### config.mk
export PLATFORM = sky130hd
export DESIGN_NAME = inst_fetch_flat
export DESIGN_NICKNAME = d
export VERILOG_FILES = /design/src/rtl/inst_fetch_if.sv /design/src/rtl/inst_fetch.sv /design/src/flat_wrapper.sv
export SDC_FILE = /design/constraint.sdc
export NUM_CORES = 1
export LEC_CHECK = 0
export ABC_AREA = 1
export CAP_MARGIN = 40
export CORE_MARGIN = 2
export CORE_UTILIZATION = 25
export DETAILED_ROUTE_END_ITERATION = 8
export SLEW_MARGIN = 5
export SYNTH_ARGS = -nofsm -noshare
export SYNTH_HDL_FRONTEND = slang
export SYNTH_SLANG_ARGS = --single-unit
### constraint.sdc
create_clock -name clock -period 3.2 [get_ports clock]
set_input_delay 0.32 -clock clock [delete_from_list [all_inputs] [get_ports clock]]
set_output_delay 0.32 -clock clock [all_outputs]
set_load 0.01 [all_outputs]
### src/rtl/inst_fetch_if.sv
// Fetch-unit bus bundle: I-cache request/response, front-end redirect and fetch-buffer push.
interface inst_fetch_if #(
    parameter int unsigned FETCH_WIDTH = 4
);
    logic                      icache_req_valid;
    logic [31:0]               icache_req_addr;
    logic                      icache_req_ready;
    logic                      icache_resp_valid;
    logic [32*FETCH_WIDTH-1:0] icache_resp_data;
    logic                      redirect_valid;
    logic [31:0]               redirect_pc;
    logic                      fb_full;
    logic                      insts_out_valid;
    logic [32*FETCH_WIDTH-1:0] insts_out_inst;
    logic [32*FETCH_WIDTH-1:0] insts_out_pc;
    logic [FETCH_WIDTH-1:0]    insts_out_mask;

    modport master (
        output icache_req_valid, icache_req_addr,
        input  icache_req_ready, icache_resp_valid, icache_resp_data,
        input  redirect_valid, redirect_pc, fb_full,
        output insts_out_valid, insts_out_inst, insts_out_pc, insts_out_mask
    );

    modport slave (
        input  icache_req_valid, icache_req_addr,
        output icache_req_ready, icache_resp_valid, icache_resp_data,
        output redirect_valid, redirect_pc, fb_full,
        input  insts_out_valid, insts_out_inst, insts_out_pc, insts_out_mask
    );
endinterface

### src/rtl/inst_fetch.sv
// Instruction fetch: one outstanding I-cache request per packet, redirect handling,
// and a held packet register that pushes whole packets into the fetch buffer.
module inst_fetch #(
    parameter int unsigned FETCH_WIDTH = 4,
    parameter logic [31:0] RESET_PC    = 32'h8000_0000
) (
    input logic          clock,
    input logic          reset,
    inst_fetch_if.master bus
);
    localparam int unsigned BLK_BYTES = FETCH_WIDTH * 4;
    localparam int unsigned OFF_W     = $clog2(BLK_BYTES);
    localparam int unsigned PKT_W     = 32 * FETCH_WIDTH;

    typedef enum logic [1:0] {S_REQ, S_WAIT, S_PUSH, S_KILL} state_t;

    state_t                 state, state_nxt;
    logic [31:0]            pc, pc_nxt;
    logic [31:0]            aligned_pc;
    logic                   capture;
    logic                   push;
    logic [PKT_W-1:0]       pkt_inst;
    logic [PKT_W-1:0]       pkt_pc;
    logic [FETCH_WIDTH-1:0] pkt_mask;
    logic [PKT_W-1:0]       lane_pc;
    logic [FETCH_WIDTH-1:0] lane_mask;
    logic                   unused_redirect_lsb;

    assign aligned_pc          = {pc[31:OFF_W], OFF_W'(0)};
    assign unused_redirect_lsb = ^bus.redirect_pc[1:0];

    // Per-lane PCs and valid mask; lanes before an unaligned start PC are invalid.
    always_comb begin
        lane_pc   = '0;
        lane_mask = '0;
        for (int unsigned i = 0; i < FETCH_WIDTH; i++) begin
            lane_pc[32*i +: 32] = aligned_pc + 32'(4 * i);
            lane_mask[i]        = OFF_W'(4 * i) >= pc[OFF_W-1:0];
        end
    end

    // Next-state, pc update and strobes; redirect overrides every other event.
    always_comb begin
        state_nxt = state;
        pc_nxt    = pc;
        capture   = 1'b0;
        push      = 1'b0;
        case (state)
            S_REQ: begin
                if (bus.redirect_valid) begin
                    state_nxt = bus.icache_req_ready ? S_KILL : S_REQ;
                end else if (bus.icache_req_ready) begin
                    state_nxt = S_WAIT;
                end
            end
            S_WAIT: begin
                if (bus.redirect_valid) begin
                    state_nxt = bus.icache_resp_valid ? S_REQ : S_KILL;
                end else if (bus.icache_resp_valid) begin
                    capture   = 1'b1;
                    state_nxt = S_PUSH;
                end
            end
            S_PUSH: begin
                if (bus.redirect_valid) begin
                    state_nxt = S_REQ;
                end else if (!bus.fb_full) begin
                    push      = 1'b1;
                    pc_nxt    = aligned_pc + 32'(BLK_BYTES);
                    state_nxt = S_REQ;
                end
            end
            S_KILL: begin
                // A response arriving alongside a redirect is still the one being
                // discarded; waiting for another would never end.
                if (bus.icache_resp_valid) begin
                    state_nxt = S_REQ;
                end
            end
            default: state_nxt = S_REQ;
        endcase
        if (bus.redirect_valid) begin
            pc_nxt = {bus.redirect_pc[31:2], 2'b00};
        end
    end

    always_ff @(posedge clock) begin
        if (!reset) begin
            state    <= S_REQ;
            pc       <= RESET_PC;
            pkt_inst <= '0;
            pkt_pc   <= '0;
            pkt_mask <= '0;
        end else begin
            state <= state_nxt;
            pc    <= pc_nxt;
            if (capture) begin
                pkt_inst <= bus.icache_resp_data;
                pkt_pc   <= lane_pc;
                pkt_mask <= lane_mask;
            end
        end
    end

    assign bus.icache_req_valid = (state == S_REQ);
    assign bus.icache_req_addr  = aligned_pc;
    assign bus.insts_out_valid  = push;
    assign bus.insts_out_inst   = pkt_inst;
    assign bus.insts_out_pc     = pkt_pc;
    assign bus.insts_out_mask   = pkt_mask;
endmodule

### src/flat_wrapper.sv
// flat-port wrapper written by rule: the top's interface ports become plain ports
module inst_fetch_flat 
#(
    parameter int unsigned FETCH_WIDTH = 4,
    parameter logic [31:0] RESET_PC    = 32'h8000_0000
)
  (clock, reset, bus_icache_req_valid, bus_icache_req_addr, bus_icache_req_ready, bus_icache_resp_valid, bus_icache_resp_data, bus_redirect_valid, bus_redirect_pc, bus_fb_full, bus_insts_out_valid, bus_insts_out_inst, bus_insts_out_pc, bus_insts_out_mask);
  inst_fetch_if #(.FETCH_WIDTH(FETCH_WIDTH)) bus_i ();
  input logic clock;
  input logic reset;
  output wire logic [$bits(bus_i.icache_req_valid)-1:0] bus_icache_req_valid;
  output wire logic [$bits(bus_i.icache_req_addr)-1:0] bus_icache_req_addr;
  input wire logic [$bits(bus_i.icache_req_ready)-1:0] bus_icache_req_ready;
  input wire logic [$bits(bus_i.icache_resp_valid)-1:0] bus_icache_resp_valid;
  input wire logic [$bits(bus_i.icache_resp_data)-1:0] bus_icache_resp_data;
  input wire logic [$bits(bus_i.redirect_valid)-1:0] bus_redirect_valid;
  input wire logic [$bits(bus_i.redirect_pc)-1:0] bus_redirect_pc;
  input wire logic [$bits(bus_i.fb_full)-1:0] bus_fb_full;
  output wire logic [$bits(bus_i.insts_out_valid)-1:0] bus_insts_out_valid;
  output wire logic [$bits(bus_i.insts_out_inst)-1:0] bus_insts_out_inst;
  output wire logic [$bits(bus_i.insts_out_pc)-1:0] bus_insts_out_pc;
  output wire logic [$bits(bus_i.insts_out_mask)-1:0] bus_insts_out_mask;
  assign bus_icache_req_valid = bus_i.icache_req_valid;
  assign bus_icache_req_addr = bus_i.icache_req_addr;
  assign bus_i.icache_req_ready = bus_icache_req_ready;
  assign bus_i.icache_resp_valid = bus_icache_resp_valid;
  assign bus_i.icache_resp_data = bus_icache_resp_data;
  assign bus_i.redirect_valid = bus_redirect_valid;
  assign bus_i.redirect_pc = bus_redirect_pc;
  assign bus_i.fb_full = bus_fb_full;
  assign bus_insts_out_valid = bus_i.insts_out_valid;
  assign bus_insts_out_inst = bus_i.insts_out_inst;
  assign bus_insts_out_pc = bus_i.insts_out_pc;
  assign bus_insts_out_mask = bus_i.insts_out_mask;
  inst_fetch #(.FETCH_WIDTH(FETCH_WIDTH), .RESET_PC(RESET_PC)) u_core (.clock(clock), .reset(reset), .bus(bus_i));
endmodule
==> Flow_metrics.wiki, run 1 <==
{| class="wikitable"
! Metric !! Value
|-
| Worst hold slack across all endpoints || 0.402 ns
|-
| Data required time at the worst endpoint || 2.88 ns
|-
| Sequential fraction of the synthesis area || 44.9%
|-
| DR iter-0 viols || 347
|-
| Clock buffer count from CTS || 17
|-
| Data arrival time of the critical path || 2.32 ns
|-
| Number of antenna violations at the first check in global routing || 0
|-
| Initial Util || approximately a quarter
|-
| Layout overhead on the synthesized area || 51.9%
|-
| Setup repair after global routing missed its margin || no
|-
| Leading cell type in the layout, fill and taps excluded || sky130_fd_sc_hd__clkdlybuf4s50_1
|-
| Clock tree root buffer cell || sky130_fd_sc_hd__clkbuf_16
|-
| Final clock period utilization by the worst path || 82.4%
|-
| Timing-limited maximum frequency || 379 MHz
|-
| Post-synthesis cell count || 1165
|-
| Cell variety after synth || 31
|-
| Drt total wl || 29400 um
|-
| Setup skew after layout || 0.00854 ns
|-
| Category of the worst setup path launch point || flip-flop
|-
| Most instantiated flip-flop cell in the synthesis netlist || sky130_fd_sc_hd__dfxtp_1
|-
| Number of post-CTS setup repair buffers || 0
|-
| Status || finished clean
|-
| Global-route wire length before repair || 44600 um
|-
| DRC violation count after routing || 0
|-
| Clock insertion delay at the later pin of the skew report || 0.45 ns
|-
| Total of hold buffers inserted after clock tree synthesis || 0
|-
| Overall routing resource usage || 15.9%
|-
| Die area || 0.0357 mm2
|-
| Pwr per Cell Area || about 470 mW/mm2
|-
| Resized cells post-CTS || 0
|-
| Area taken by multi-input logic gates || 0.00331 mm2
|-
| Overall power || 6.16 mW
|-
| Std-Cell Rows || 67
|-
| Clock slew seen by the registers of the worst setup and hold paths || 0.08 ns
|-
| Static leakage || 5.05 nW
|-
| Area of all sequential standard cells || 0.00384 mm2
|-
| Vias per std cell || 4.35
|-
| Final Wtd Congestion || 0.890
|-
| Pre-antenna DRT Iters || 5
|-
| Max-cap check violation count || 0
|-
| Number of nets still failing antenna checks after routing || 0
|-
| Num Clock Sinks || 192
|-
| Top post-synthesis cells by area || sky130_fd_sc_hd__dfxtp_1 (45%), sky130_fd_sc_hd__nor2_1 (14%), sky130_fd_sc_hd__buf_4 (12%)
|-
| Maximum number of pins on one net before global-route repair || ~180
|-
| Post-layout net count || 1620
|-
| Fraction of registers with async set or reset after synthesis || 0%
|-
| Core area || 0.0336 mm2
|-
| Worst vdd rail ir drop || about 0.33 mV
|-
| Count of final hold-check violations || 0
|-
| Die Ht || approximately 190 um
|-
| Share of final-layout standard cells stronger than drive strength 1 || approximately 3.6%
|-
| Minimum clock period after layout || 2.64 ns
|-
| Hold crit path type || in2reg
|-
| Fillcell total || 3437
|-
| Aggregate global routing overflow || 0
|-
| Type of the worst setup path || reg2out
|-
| Top fanout value on the critical path || 19
|-
| Headroom to the max-slew limit || 37.1%
|-
| Total negative slack for setup checks || 0 ns
|-
| Via count || 8325
|-
| Number of enable flip-flop cells after synthesis || 0
|-
| Yosys warnings || 0
|-
| Buffers on Ports || 441
|-
| Worst Tran Pin Value || 0.943 ns
|-
| CTS tree || built
|-
| Number of diodes || 0
|-
| I/O pin count || 460
|-
| Yosys top cell by area || sky130_fd_sc_hd__dfxtp_1
|-
| Number of levels the H-tree was split into || 4
|-
| Post-synth design cell area || 0.00856 mm2
|-
| Avg Synthesized Cell Area || 7.35 um2
|-
| Critical path endpoint category || output pin
|-
| Max Slew Vio Count || 0
|-
| Clock buffer depth || 2
|-
| Total setup violations reported at the end of the flow || 0
|-
| Number of global-route vias before repair || 8028
|-
| Flip-flop and latch count after synthesis || 192
|-
| Commonest cells after routing, fill and taps aside || sky130_fd_sc_hd__clkdlybuf4s50_1 (440), sky130_fd_sc_hd__nor2_1 (324), sky130_fd_sc_hd__dfxtp_1 (192)
|-
| Die W || around 190 um
|-
| Area share of the largest cell type after synthesis || 44.9%
|-
| Routed length per placed instance || between 15 and 20 um
|-
| Placed wire-length estimate after detailed placement || ~21000 um
|}
[state kept, by name, summed over array words and instances (netlist names)]
signal / count
u_core.bus.insts_out_inst: 128
u_core.bus.insts_out_mask: 3
u_core.bus.insts_out_pc: 29
u_core.pc: 30
u_core.state: 2
[synth_stat cells, types with 2 or more instances]
cell and n:
sky130_fd_sc_hd__dfxtp_1 192, sky130_fd_sc_hd__xor2_1 8, sky130_fd_sc_hd__o211ai_1 3, sky130_fd_sc_hd__buf_4 141, sky130_fd_sc_hd__a31oi_1 9, sky130_fd_sc_hd__nor2_4 5
sky130_fd_sc_hd__nand2_1 119, sky130_fd_sc_hd__inv_2 4, sky130_fd_sc_hd__nor2_1 324, sky130_fd_sc_hd__nand4_1 4, sky130_fd_sc_hd__clkbuf_1 27, sky130_fd_sc_hd__o21ai_1 13
sky130_fd_sc_hd__inv_1 36, sky130_fd_sc_hd__a21oi_1 50, sky130_fd_sc_hd__o21ai_0 164, sky130_fd_sc_hd__nand3_1 26, sky130_fd_sc_hd__buf_2 25, sky130_fd_sc_hd__nor3_1 2
[logic make-up after synthesis]
| family | after synthesis | share of synthesized area (%) |
|---|---|---|
| compound gates | 243 | 14.6 |
| xor+xnor | 9 | 0.921 |
| fa+ha+maj | 1 | 0.146 |
| buf+inv | 236 | 17.0 |
| flops | 192 | 44.9 |
| other cells | 1 | 0.0438 |
| simple gates | 483 | 22.4 |
[final cells by class]
type | instances | area share (%)
Tap cell | 448 | 4.31
Clock inverter | 15 | 1.47
Multi-Input combinational cell | 752 | 25.5
Inverter | 41 | 1.20
Timing Repair Buffer | 449 | 34.7
Sequential cell | 192 | 29.6
Clock buffer | 17 | 3.27
[worst paths after layout]
check,slack (ns),start,end,cells past startpoint
worst max-delay path,0.56,u_core.state[1]$_SDFFE_PN0P_,bus_insts_out_valid,5
worst min-delay path,0.40,reset,u_core.bus.insts_out_inst[93]$_SDFFE_PN0P_,3
worst min register to register,0.47,u_core.bus.insts_out_mask[1]$_SDFFE_PN0P_,u_core.bus.insts_out_mask[1]$_SDFFE_PN0P_,2
worst max register to register,1.10,u_core.state[0]$_SDFFE_PN0P_,u_core.bus.insts_out_mask[0]$_SDFFE_PN0P_,8
[metrics by stage]
stage | setup slack (ns) | util [%] | instances | cell area (um2)
after floorplan | 1.73 | - | 1180 | 8610
after global placement | 0.679 | 36.8 | 1882 | 12400
after detailed placement | 0.697 | 36.8 | 1882 | 12400
after CTS | 0.538 | 38.7 | 1914 | 13000
after global routing | 0.455 | 38.7 | 1914 | 13000
final | 0.562 | 38.7 | 1914 | 13000
[layer usage]
| metal | vias to the layer above | GRT usage [%] | share of wire (%) |
|---|---|---|---|
| met1 | 3796 | 17.9 | 40 |
| met5 | - | 0 | 0 |
| li1 | 4153 | - | - |
| met2 | 338 | 27.6 | 49 |
| met3 | 38 | 5.43 | 8.5 |
| met4 | 0 | 6.28 | 2.3 |
[critical path, stage by stage, from the launching register on]
cell,delay [ns]
sky130_fd_sc_hd__dfxtp_1,0.43
sky130_fd_sc_hd__nand2_1,0.12
sky130_fd_sc_hd__nor2_4,0.26
sky130_fd_sc_hd__inv_2,0.13
sky130_fd_sc_hd__nor2_8,0.28
sky130_fd_sc_hd__clkdlybuf4s50_1,0.63
[report_power, final]
group          switching, mW  internal (mW)  leakage (nW)  total [mW]
registers              0.129           2.55          1.56        2.68
clock network           1.10           1.20         0.297        2.30
logic                  0.529          0.655          3.19        1.18
Power figures use the tool's default switching activity.
==> run 2: changes to the inputs <==
==> constraint.sdc (replaced) <==
create_clock -name clock -period 2.2 [get_ports clock]
set_input_delay 0.22 -clock clock [delete_from_list [all_inputs] [get_ports clock]]
set_output_delay 0.22 -clock clock [all_outputs]
set_load 0.01 [all_outputs]
==> run 2 against run 1 <==
Utilization rose by 0.20 points. Clock-buffer cell count grew 2. Via count grew 0.60%. Routed wire length decreased by 0.17%. Global-route usage barely moved. Sequential power grew 45%. Critical path type unchanged. Critical endpoint unchanged.
==> Flow_metrics.wiki, run 2 (synthesis gave the netlist of run 1 again) <==
{| class="wikitable"
! Metric !! Value
|-
| Status || finished clean
|-
| CTS tree || built
|-
| DRC violation count after routing || 0 (unchanged)
|-
| Critical path endpoint category || output pin
|-
| Global-route wire length before repair || 44800 um (+0.30%)
|-
| Initial Util || 25.5% (unchanged)
|-
| Top fanout value on the critical path || 6 (-13)
|-
| Fillcell total || 3443 (+0.17%)
|-
| Largest stage delay on the critical path || 0.55 ns (-0.08 ns)
|-
| Worst Tran Pin Value || 0.507 ns (-0.436 ns)
|-
| Worst setup slack after layout || 0.0866 ns (-0.475 ns)
|-
| Number of global-route vias before repair || 7982 (-0.57%)
|-
| Pwr per Cell Area || 671 mW/mm2 (+42%)
|-
| Worst vdd rail ir drop || 0.498 mV (+51%)
|-
| Buffers on Ports || 441 (unchanged)
|-
| Cell with the largest stage delay on the worst path || sky130_fd_sc_hd__clkdlybuf4s50_1
|-
| Total of hold buffers inserted after clock tree synthesis || 0 (unchanged)
|-
| Std-Cell Rows || 67 (unchanged)
|-
| Resized cells post-CTS || 0 (unchanged)
|-
| Met2 capacity usage during global routing || 26.5% (-1.1 points)
|-
| DR iter-0 viols || 419 (+21%)
|-
| Data required time at the worst endpoint || 1.98 ns (-0.90 ns)
|-
| Timing-limited maximum frequency || 473 MHz
|-
| Placed wire-length estimate after detailed placement || 21600 um (+3.0%)
|-
| Critical path buffers and inverters || 2 (unchanged)
|-
| Minimum setup slack after placement || 0.307 ns (-0.390 ns)
|-
| Maximum number of pins on one net before global-route repair || 97 (-47%)
|-
| Static leakage || 5.10 nW (+1.0%)
|-
| Share of final-layout standard cells stronger than drive strength 1 || 4.33% (+0.71 points)
|-
| Clock slew seen by the registers of the worst setup and hold paths || 0.07 ns (about the same)
|-
| Number of antenna violations at the first check in global routing || 0 (unchanged)
|-
| Power share of the combinational group || 20.0% (+0.8 points)
|-
| Layer carrying the most global-route usage || met2
|-
| Total negative slack for setup checks || 0 ns (unchanged)
|-
| Final clock period utilization by the worst path || 96.1%
|-
| Sequential share of power || 44.4% (+0.9 points)
|-
| Setup skew after layout || 0.0165 ns (+0.00795 ns)
|-
| CP Cell Sequence || nand2_1 -> nor2_4 -> inv_2 -> nor2_8 -> clkdlybuf4s50_1
|-
| Vias per std cell || 4.35 (about the same)
|-
| Die Ht || 189 um (unchanged)
|-
| Layout overhead on the synthesized area || 52.7%
|-
| Max-cap check violation count || 0 (unchanged)
|-
| Largest register FFs || 128 (unchanged)
|-
| Data arrival time of the critical path || 1.89 ns (-0.43 ns)
|-
| Pre-antenna DRT Iters || 5 (unchanged)
|-
| Total setup violations reported at the end of the flow || 0 (unchanged)
|-
| Num Clock Sinks || 192 (unchanged)
|-
| Leading cell type in the layout, fill and taps excluded || sky130_fd_sc_hd__clkdlybuf4s50_1
|-
| Max Slew Vio Count || 0 (unchanged)
|-
| Number of nets still failing antenna checks after routing || 0 (unchanged)
|-
| Routed length per placed instance || 15.2 um (-0.79%)
|-
| Final Wtd Congestion || 0.922 (+3.6%)
|-
| Routing usage on met3 || 5.99% (+0.56 points)
|-
| Minimum clock period after layout || 2.11 ns
|-
| Die area || 0.0357 mm2 (unchanged)
|-
| Type of the worst setup path || reg2out
|-
| Number of levels the H-tree was split into || 4 (unchanged)
|-
| Clock tree root buffer cell || sky130_fd_sc_hd__clkbuf_16
|-
| Setup repair after global routing missed its margin || no
|-
| Internal power component || 6.30 mW (+43%)
|-
| Clock buffer depth || 2 (unchanged)
|-
| Category of the worst setup path launch point || flip-flop
|-
| Drt total wl || 29300 um (-0.17%)
|-
| Clock insertion delay at the later pin of the skew report || 0.46 ns (about the same)
|-
| Headroom to the max-slew limit || 66.1% (+29 points)
|-
| Count of final hold-check violations || 0 (unchanged)
|-
| Number of diodes || 0 (unchanged)
|-
| Hold crit path type || in2reg
|-
| Sw frac || 28.2% (-0.38 points)
|-
| Overall routing resource usage || 15.9% (about the same)
|-
| Aggregate global routing overflow || 0 (unchanged)
|-
| Reported net switching power || 2.47 mW (+40%)
|-
| Die W || 189 um (unchanged)
|-
| Via count || 8375 (+0.60%)
|-
| Commonest cells after routing, fill and taps aside || sky130_fd_sc_hd__clkdlybuf4s50_1 (440), sky130_fd_sc_hd__nor2_1 (324), sky130_fd_sc_hd__dfxtp_1 (192)
|-
| Largest delay share family, worst path || buffers and inverters
|-
| Clock buffer count from CTS || 17 (unchanged)
|-
| I/O pin count || 460 (unchanged)
|-
| Met1 layer usage reported by global route || 18.1% (+0.22 points)
|-
| Post-layout net count || 1632 (+0.74%)
|-
| Core area || 0.0336 mm2 (unchanged)
|-
| Number of post-CTS setup repair buffers || 0 (unchanged)
|-
| Part of the total power dissipated in the clock network || 35.6% (-1.7 points)
|}
run 2: worst min-delay path: cells and delay by family:
kind,cells,cell delay [ns]
simple gates,1,0.04
compound gates,1,0.11
buf+inv,1,0.22
run 2: final timing paths:
| kind | start | to | slack [ns] | cells past startpoint |
|---|---|---|---|---|
| worst max-delay path | u_core.state[1]$_SDFFE_PN0P_ | bus_insts_out_valid | 0.09 | 5 |
| worst min-delay path | reset | u_core.bus.insts_out_inst[67]$_SDFFE_PN0P_ | 0.17 | 3 |
| worst max register to register | u_core.pc[5]$_SDFFE_PN0P_ | u_core.pc[22]$_SDFFE_PN0P_ | 0.27 | 9 |
| worst min register to register | u_core.bus.insts_out_mask[1]$_SDFFE_PN0P_ | u_core.bus.insts_out_mask[1]$_SDFFE_PN0P_ | 0.46 | 2 |
run 2: metal layers:
| layer | vias to the layer above | part of all wire [%] |
|---|---|---|
| met3 | 55 | 8.7 |
| li1 | 4166 | - |
| met1 | 3787 | 41 |
| met5 | - | 0 |
| met4 | 0 | 3.2 |
| met2 | 367 | 47 |
run 2: cell type report:
cell class / instances / area [um2] / share of cell area (%)
clock buffers: 19 / 443 / 3.39
clock inverters: 13 / 125 / 0.957
inverters: 41 / 156 / 1.20
multi-input cells: 752 / 3310 / 25.4
flip-flops and latches: 192 / 3840 / 29.4
well taps: 448 / 561 / 4.29
repair buffers: 461 / 4620 / 35.4
run 2: power groups by stage:
stage	Sequential [mW]	Clock, mW	Combinational (mW)
2_1_floorplan	4.02	0	0.764
3_3_place_gp	3.96	0	1.76
3_5_place_dp	3.97	0	1.76
4_1_cts	3.89	3.20	1.77
5_1_grt	3.92	3.35	1.90
6_report	3.89	3.12	1.75
run 2: metrics by stage:
stage,hold slack (ns),total power [mW],util (%),cells,area [um2]
after floorplan,0.355,4.78,-,1180,8610
after global placement,0.453,5.72,37.2,1894,12500
after detailed placement,0.460,5.73,37.2,1894,12500
after CTS,0.144,8.87,38.9,1926,13100
after global routing,0.168,9.16,38.9,1926,13100
final,0.173,8.77,38.9,1926,13100
